## config.mk

```make
export PLATFORM = sky130hd
export DESIGN_NAME = regfile_rat
export DESIGN_NICKNAME = d
export VERILOG_FILES = /design/src/rtl/regfile_rat.sv
export SDC_FILE = /design/constraint.sdc
export NUM_CORES = 2
export LEC_CHECK = 0
export CAP_MARGIN = 20
export CORE_MARGIN = 2
export CORE_UTILIZATION = 25
export DETAILED_ROUTE_END_ITERATION = 10
export SLEW_MARGIN = 20
export SYNTH_ARGS = -nofsm -noshare
export SYNTH_HDL_FRONTEND = slang
export SYNTH_SLANG_ARGS = --single-unit
```

## constraint.sdc

```tcl
create_clock -name clk -period 5.9 [get_ports clk]
set_clock_uncertainty 0.05 [all_clocks]
set_input_delay 1.475 -clock clk [delete_from_list [all_inputs] [get_ports clk]]
set_output_delay 1.475 -clock clk [all_outputs]
set_load 0.03 [all_outputs]
```

## src/rtl/regfile_rat.sv

```systemverilog
// Architectural register file with per-register busy/producer-tag scoreboard.
// Combinational reads with tag-matched writeback bypass; rename, writeback and flush update state.
module regfile_rat #(
  parameter int unsigned XLEN  = 32,
  parameter int unsigned NREG  = 32,
  parameter int unsigned TAG_W = 5,
  parameter int unsigned NRD   = 2,
  parameter int unsigned NWB   = 2,
  localparam int unsigned IDX_W = $clog2(NREG)
) (
  input  logic                  clk,
  input  logic                  rst,
  input  logic                  flush,
  input  logic                  rn_valid,
  input  logic [IDX_W-1:0]      rn_dest,
  input  logic [TAG_W-1:0]      rn_tag,
  input  logic [NWB-1:0]        wb_valid,
  input  logic [NWB*IDX_W-1:0]  wb_dest,
  input  logic [NWB*TAG_W-1:0]  wb_tag,
  input  logic [NWB*XLEN-1:0]   wb_data,
  input  logic [NRD*IDX_W-1:0]  rd_idx,
  output logic [NRD*XLEN-1:0]   rd_data,
  output logic [NRD-1:0]        rd_busy,
  output logic [NRD*TAG_W-1:0]  rd_tag
);

  logic [XLEN-1:0]  data_q [NREG];
  logic [XLEN-1:0]  data_d [NREG];
  logic [NREG-1:0]  busy_q;
  logic [NREG-1:0]  busy_d;
  logic [TAG_W-1:0] tag_q  [NREG];
  logic [TAG_W-1:0] tag_d  [NREG];

  logic [IDX_W-1:0] wb_dest_a [NWB];
  logic [TAG_W-1:0] wb_tag_a  [NWB];
  logic [XLEN-1:0]  wb_data_a [NWB];

  for (genvar i = 0; i < NWB; i++) begin : g_wb_unpack
    assign wb_dest_a[i] = wb_dest[i*IDX_W +: IDX_W];
    assign wb_tag_a[i]  = wb_tag[i*TAG_W +: TAG_W];
    assign wb_data_a[i] = wb_data[i*XLEN +: XLEN];
  end

  // Next state: writebacks (higher port wins data), then rename, then flush overrides busy/tag.
  always_comb begin
    data_d = data_q;
    busy_d = busy_q;
    tag_d  = tag_q;
    for (int unsigned i = 0; i < NWB; i++) begin
      if (wb_valid[i] && (wb_dest_a[i] != '0)) begin
        data_d[wb_dest_a[i]] = wb_data_a[i];
        if (busy_q[wb_dest_a[i]] && (tag_q[wb_dest_a[i]] == wb_tag_a[i])) begin
          busy_d[wb_dest_a[i]] = 1'b0;
        end
      end
    end
    if (rn_valid && !flush && (rn_dest != '0)) begin
      busy_d[rn_dest] = 1'b1;
      tag_d[rn_dest]  = rn_tag;
    end
    if (flush) begin
      busy_d = '0;
      for (int unsigned k = 0; k < NREG; k++) begin
        tag_d[k] = '0;
      end
    end
  end

  always_ff @(posedge clk) begin
    if (rst) begin
      busy_q <= '0;
      for (int unsigned k = 0; k < NREG; k++) begin
        data_q[k] <= '0;
        tag_q[k]  <= '0;
      end
    end else begin
      busy_q <= busy_d;
      data_q <= data_d;
      tag_q  <= tag_d;
    end
  end

  for (genvar p = 0; p < NRD; p++) begin : g_rd
    logic [IDX_W-1:0] idx;
    logic [XLEN-1:0]  data_r;
    logic             busy_r;
    logic [TAG_W-1:0] tag_r;

    assign idx = rd_idx[p*IDX_W +: IDX_W];

    // Stored value unless a same-cycle writeback resolves the pending producer.
    always_comb begin
      data_r = data_q[idx];
      busy_r = busy_q[idx];
      tag_r  = busy_q[idx] ? tag_q[idx] : '0;
      for (int unsigned j = 0; j < NWB; j++) begin
        if (wb_valid[j] && (wb_dest_a[j] == idx) && busy_q[idx] &&
            (tag_q[idx] == wb_tag_a[j])) begin
          data_r = wb_data_a[j];
          busy_r = 1'b0;
          tag_r  = '0;
        end
      end
      if (idx == '0) begin
        data_r = '0;
        busy_r = 1'b0;
        tag_r  = '0;
      end
    end

    assign rd_data[p*XLEN +: XLEN]   = data_r;
    assign rd_busy[p]                = busy_r;
    assign rd_tag[p*TAG_W +: TAG_W]  = tag_r;
  end

endmodule

```

======== Word level (Yosys, flattened, before mapping) ========
Cells that the tools add are included.
operators by class
  magnitude comparators ................... 16
  equal/unequal tests ..................... 10
  muxes and demuxes ....................... 68
  bitwise logic cells ..................... 10
  reductions and logical operators ........ 31
operator list
  kind                  count
  $bwmux W1024          2
  $mux W1024            2
  $mux W32              17
  $bmux W32 S5          2
  $demux W32 S5         2
  $bwmux W160           1
  $bmux W5 S5           4
  $mux W5               17
  $and A32 B32 Y32      2
  $not A32 Y32          2
  $eq A5 B5 Y1          10
  $or A32 B32 Y32       1
  $ge A6 B6 Y1 const B  5
  $lt A5 B6 Y1 const B  5
  $not A5 Y6            5
  $demux W5 S5          1
  $logic_and A1 B1 Y1   24
  $bmux W1 S5           4
  $lt A6 B1 Y1 const B  3
  $demux W1 S5          3
  $ge A5 B1 Y1 const B  3
  $reduce_bool A5 Y1    3
  $mux W1               13
  $logic_not A5 Y1      2
  other kinds (2)       2
word-level totals
  bits in registers ....................... 1,216
  output and inout port bits .............. 76

======== Logic depth before layout (Yosys ltp) ========
  depth after elaboration ................. 13
  depth in mapped cells ................... 15
  depth with buffers taken out ............ 8

======== Worst setup path after synthesis ========
No wires, ideal clock.
  path kind ............................... input to output
  start ................................... input rd_idx[1]
  end ..................................... output rd_tag[0]
  arrival ................................. 4,997 ps
  required time ........................... 4,375 ps
  setup slack ............................. -622 ps
  cell stages on the path ................. 10
  cells stage by stage .................... buf_2 > buf_4 > mux4_2 > mux4_2 > xor2_1 > nand2_1 > o2111ai_1 > a2111oi_4 > buf_2 > a2111oi_0
on the way
  longest elaborated chain between the ends .. 9
RTL lines
  element                                     RTL line  source
  from (decl)                                 21        input logic [NRD*IDX_W-1:0] rd_idx,
  $not A5 Y6 (implied by the code)            95, 98
  $bmux W5 S5                                 95, 98
  $mux W5 (implied by the code) (2 in a row)  95, 98
  $eq A5 B5 Y1                                98        (tag_q[idx] == wb_tag_a[j])) begin
  $logic_and A1 B1 Y1                         97        if (wb_valid[j] && (wb_dest_a[j] == idx) && busy_q[idx] &&
  $mux W5 (2 in a row)                        97
  $mux W5 (*)                                 104       if (idx == '0) begin
  to (decl)                                   24        output logic [NRD*TAG_W-1:0] rd_tag
Every way passes the cells marked *; elsewhere a longest branch is shown, timed or not. The select of a mux whose other input is x is not followed.

======== Worst setup path in the final report ========
  start ................................... input rd_idx[0]
  end ..................................... output rd_data[18]
on the way
  longest elaborated chain between the ends .. 9
RTL lines
  element                                     RTL line  source
  $not A5 Y6 (implied by the code)            93, 98
  $bmux W5 S5                                 98
  $mux W5 (implied by the code) (2 in a row)  98
  $eq A5 B5 Y1                                98
  $logic_and A1 B1 Y1                         97
  $mux W32 (2 in a row)                       97
  $mux W32 (*)                                104
  to (decl)                                   22        output logic [NRD*XLEN-1:0] rd_data,
Marked as above.

==> metrics <==
Final WS setup=-0.472 ns; CTS tree=yes; # setup viols final=76; Cells after Synth=7337; total chip power=20.1 mW; Layout area overhead=20.2%; LEAKAGE=33.4 nW; width of the die=557 um; H-tree Lvls=4; hold_sp=data_q[1015]; worst min-delay path category=flop to flop; vias post-DR=66400; Setup CP Type=primary input to output port; status=finished, violations left; WL per Instance=29.9 um; hold path depth=1; 1st-iter DRT viols=8983; crit-path max FO=8; RD Place Congestion=0.967; clock sink total=1216; Area after DPL=85000 um^2; Critical Path End Type=output port; Clock transition at path regs=0.06 ns; cell area after synthesis=76400 um^2; vias in the first global route=64700; ys async rst share=0; Core Area=305000 um^2; Finished Cell Area=91900 um^2; DRT Pass-1 Iters=6; GR Overflow Total=0; Worst VDD drop=0.000219 V; post-place setup slack=-0.973 ns; post-synthesis cell type count=70; Main synth FF type=dfxtp_1; CP required=4.38 ns; synth warn=0; NumNets Final=7249; most frequent cells in the layout=1216 x dfxtp_1, 1118 x nor2_1, 1116 x mux2i_1, 962 x a211oi_1, 819 x mux4_2; EDFF count, synth=0; pwr/cell area=219 nW/um^2; Residual DRC=0; fmax=157 MHz; fin crit share=1.08; die outline height=557 um; Slew @ Worst Pin=1.33 ns; RSZ-0062 raised after global routing=true; routed wire length=340000 um; Rows=203; setup slack, reg-to-reg=2.85 ns; leading cell type in the layout, fill and taps excluded=dfxtp_1; flop and latch count out of synthesis=1216; hold endpoint=data_q[1015]; num ports=186; R2R Path Start=tag_q[83]; first-pass GRT wire length=479000 um; Mean Syn Cell Area=10.4 um^2; cts hold-fix bufs=0; root buffer cell=clkbuf_16; Die ar.=310000 um^2; worst-case reg-to-reg path depth=9; CP Launch Type=primary input; min Tclk post-route=6.37 ns; clk_lat worst skew=0.82 ns; CP arrival=4.85 ns; number of max-cap violations=0; vias per cell=5.85; post-synth top area share=0.318; Rel. slew slack=0.114; Slew Limit Fails=0; initial antenna violation count=22; failing checks=setup timing; syn nets=7447; CTS Buf Count=141; Routed Antenna Nets=0; Layout fillers=30700; PortBufs=185; HPWL after DPL=202000 um; CTS Buffer Depth=3; Starting Density=0.251; largest net degree at the start of global routing=237; Final Hold Fails=0; layout cell share with drive strength beyond 1=0.258; hold_ws=0.428 ns; register area share after synthesis=0.318; GR Util All Layers=0.211; reg2reg end=busy_q[15]; Yosys top cell by area=dfxtp_1; top post-synthesis cells by area=dfxtp_1 32%, mux4_2 24%, mux2i_1 15%, a211oi_1 9.4%, nor2_1 5.6%; fin util=0.301
==> synth_stat cells, types with 3 or more instances <==
cell      count
or2_2         4
xor2_1       27
nand2b_1     14
nand4_1      11
a311oi_1     32
buf_2        92
o22ai_1      39
o22ai_2      30
mux4_1       11
nor2_1     1140
inv_1        70
mux2_2       41
buf_6        15
o21ai_0       9
nor2b_1      57
or4_1         4
a21oi_1      92
nor4_1       13
and3_1       13
o221ai_1     36
nand3_1     106
nand3b_1      3
mux2i_1    1178
and3b_1       9
nand2_1     269
nor3b_1      12
buf_4        11
buf_1       118
a31oi_1       4
a22oi_1      32
nor3_1       27
mux4_2      814
o211ai_1      7
clkbuf_1    745
dfxtp_1    1216
a211oi_1    962
xnor2_1      15
and2_1       10
a22o_1        9
==> per-stage QoR <==
step / TNS [ns] / std cells
floorplan: -0.870 / 7337
global placement: -47.34 / 11100
detailed placement: -46.45 / 11100
CTS: -20.52 / 11300
global route: -23.51 / 11300
finish: -20.12 / 11300
==> worst max path at each step <==
stage | startpoint | end
after detailed placement | rd_idx[0] | rd_data[0]
after global placement | rd_idx[4] | rd_data[0]
after CTS | rd_idx[0] | rd_data[6]
final | rd_idx[0] | rd_data[18]
after global routing | rd_idx[0] | rd_data[18]
after floorplan | rd_idx[1] | rd_tag[0]
==> final cells by class <==
| type | instances | area, um^2 | area share |
|---|---|---|---|
| antenna | 6 | 15.0 | 0.000163 |
| inverter | 72 | 280 | 0.00305 |
| clock inverter | 36 | 654 | 0.00712 |
| timing repair buffer | 641 | 7670 | 0.0835 |
| clock buffer | 211 | 4130 | 0.0450 |
| multi-input combinational | 5067 | 49700 | 0.541 |
| tap | 4100 | 5130 | 0.0558 |
| sequential | 1216 | 24300 | 0.265 |
==> layer usage <==
metal | wire [um] | share of wire | GRT usage | vias to the layer above
li1 | - | - | - | 27500
met1 | 127000 | 0.37 | 0.267 | 33300
met2 | 148000 | 0.44 | 0.319 | 4479
met3 | 39500 | 0.12 | 0.0554 | 1118
met4 | 24900 | 0.073 | 0.133 | 18
met5 | 123 | 0.00036 | 0 | -
==> cell families after synthesis <==
logic type / Yosys count / synth area share
XOR/XNOR: 42 / 0.00481
AND/OR/NAND/NOR: 1702 / 0.0917
multiplexers: 2044 / 0.404
buffers and inverters: 1054 / 0.0554
flip-flops: 1216 / 0.318
AO/OA/AOI/OAI: 1279 / 0.126
==> flip-flops by register name, indices dropped and copies added (netlist names) <==
signal / count
tag_q: 160
busy_q: 32
data_q: 1024
==> power by group <==
part           internal (mW)  total [mW]  leakage [nW]  switching (mW)
Sequential              8.35        8.45          9.82           0.100
Combinational          0.929        2.43          21.3            1.50
Clock                   5.21        9.21          2.31            3.99
==> what timing repair did <==
action | 4_1_cts | 5_1_grt
pin swaps | 62 | 27
endpoints found under the hold margin | 0 | 0
endpoints found under the setup margin | 76 | 76
gates resized for setup | 195 | 94
gates cloned | 12 | 4
setup buffers | 28 | 14
==> worst max-delay path, cell delays in order <==
cell	delay (ns)
buf_12	0.12
buf_12	0.14
mux4_2	0.52
a22oi_2	0.23
o41ai_2	0.12
or4_1	0.41
a22o_1	0.23
a2111oi_4	0.33
buf_6	0.20
buf_6	0.12
buf_16	0.21
buf_16	0.20
mux2i_2	0.23
o22ai_2	0.12
buf_12	0.15
No activity file was read; power rests on OpenSTA's default activity.
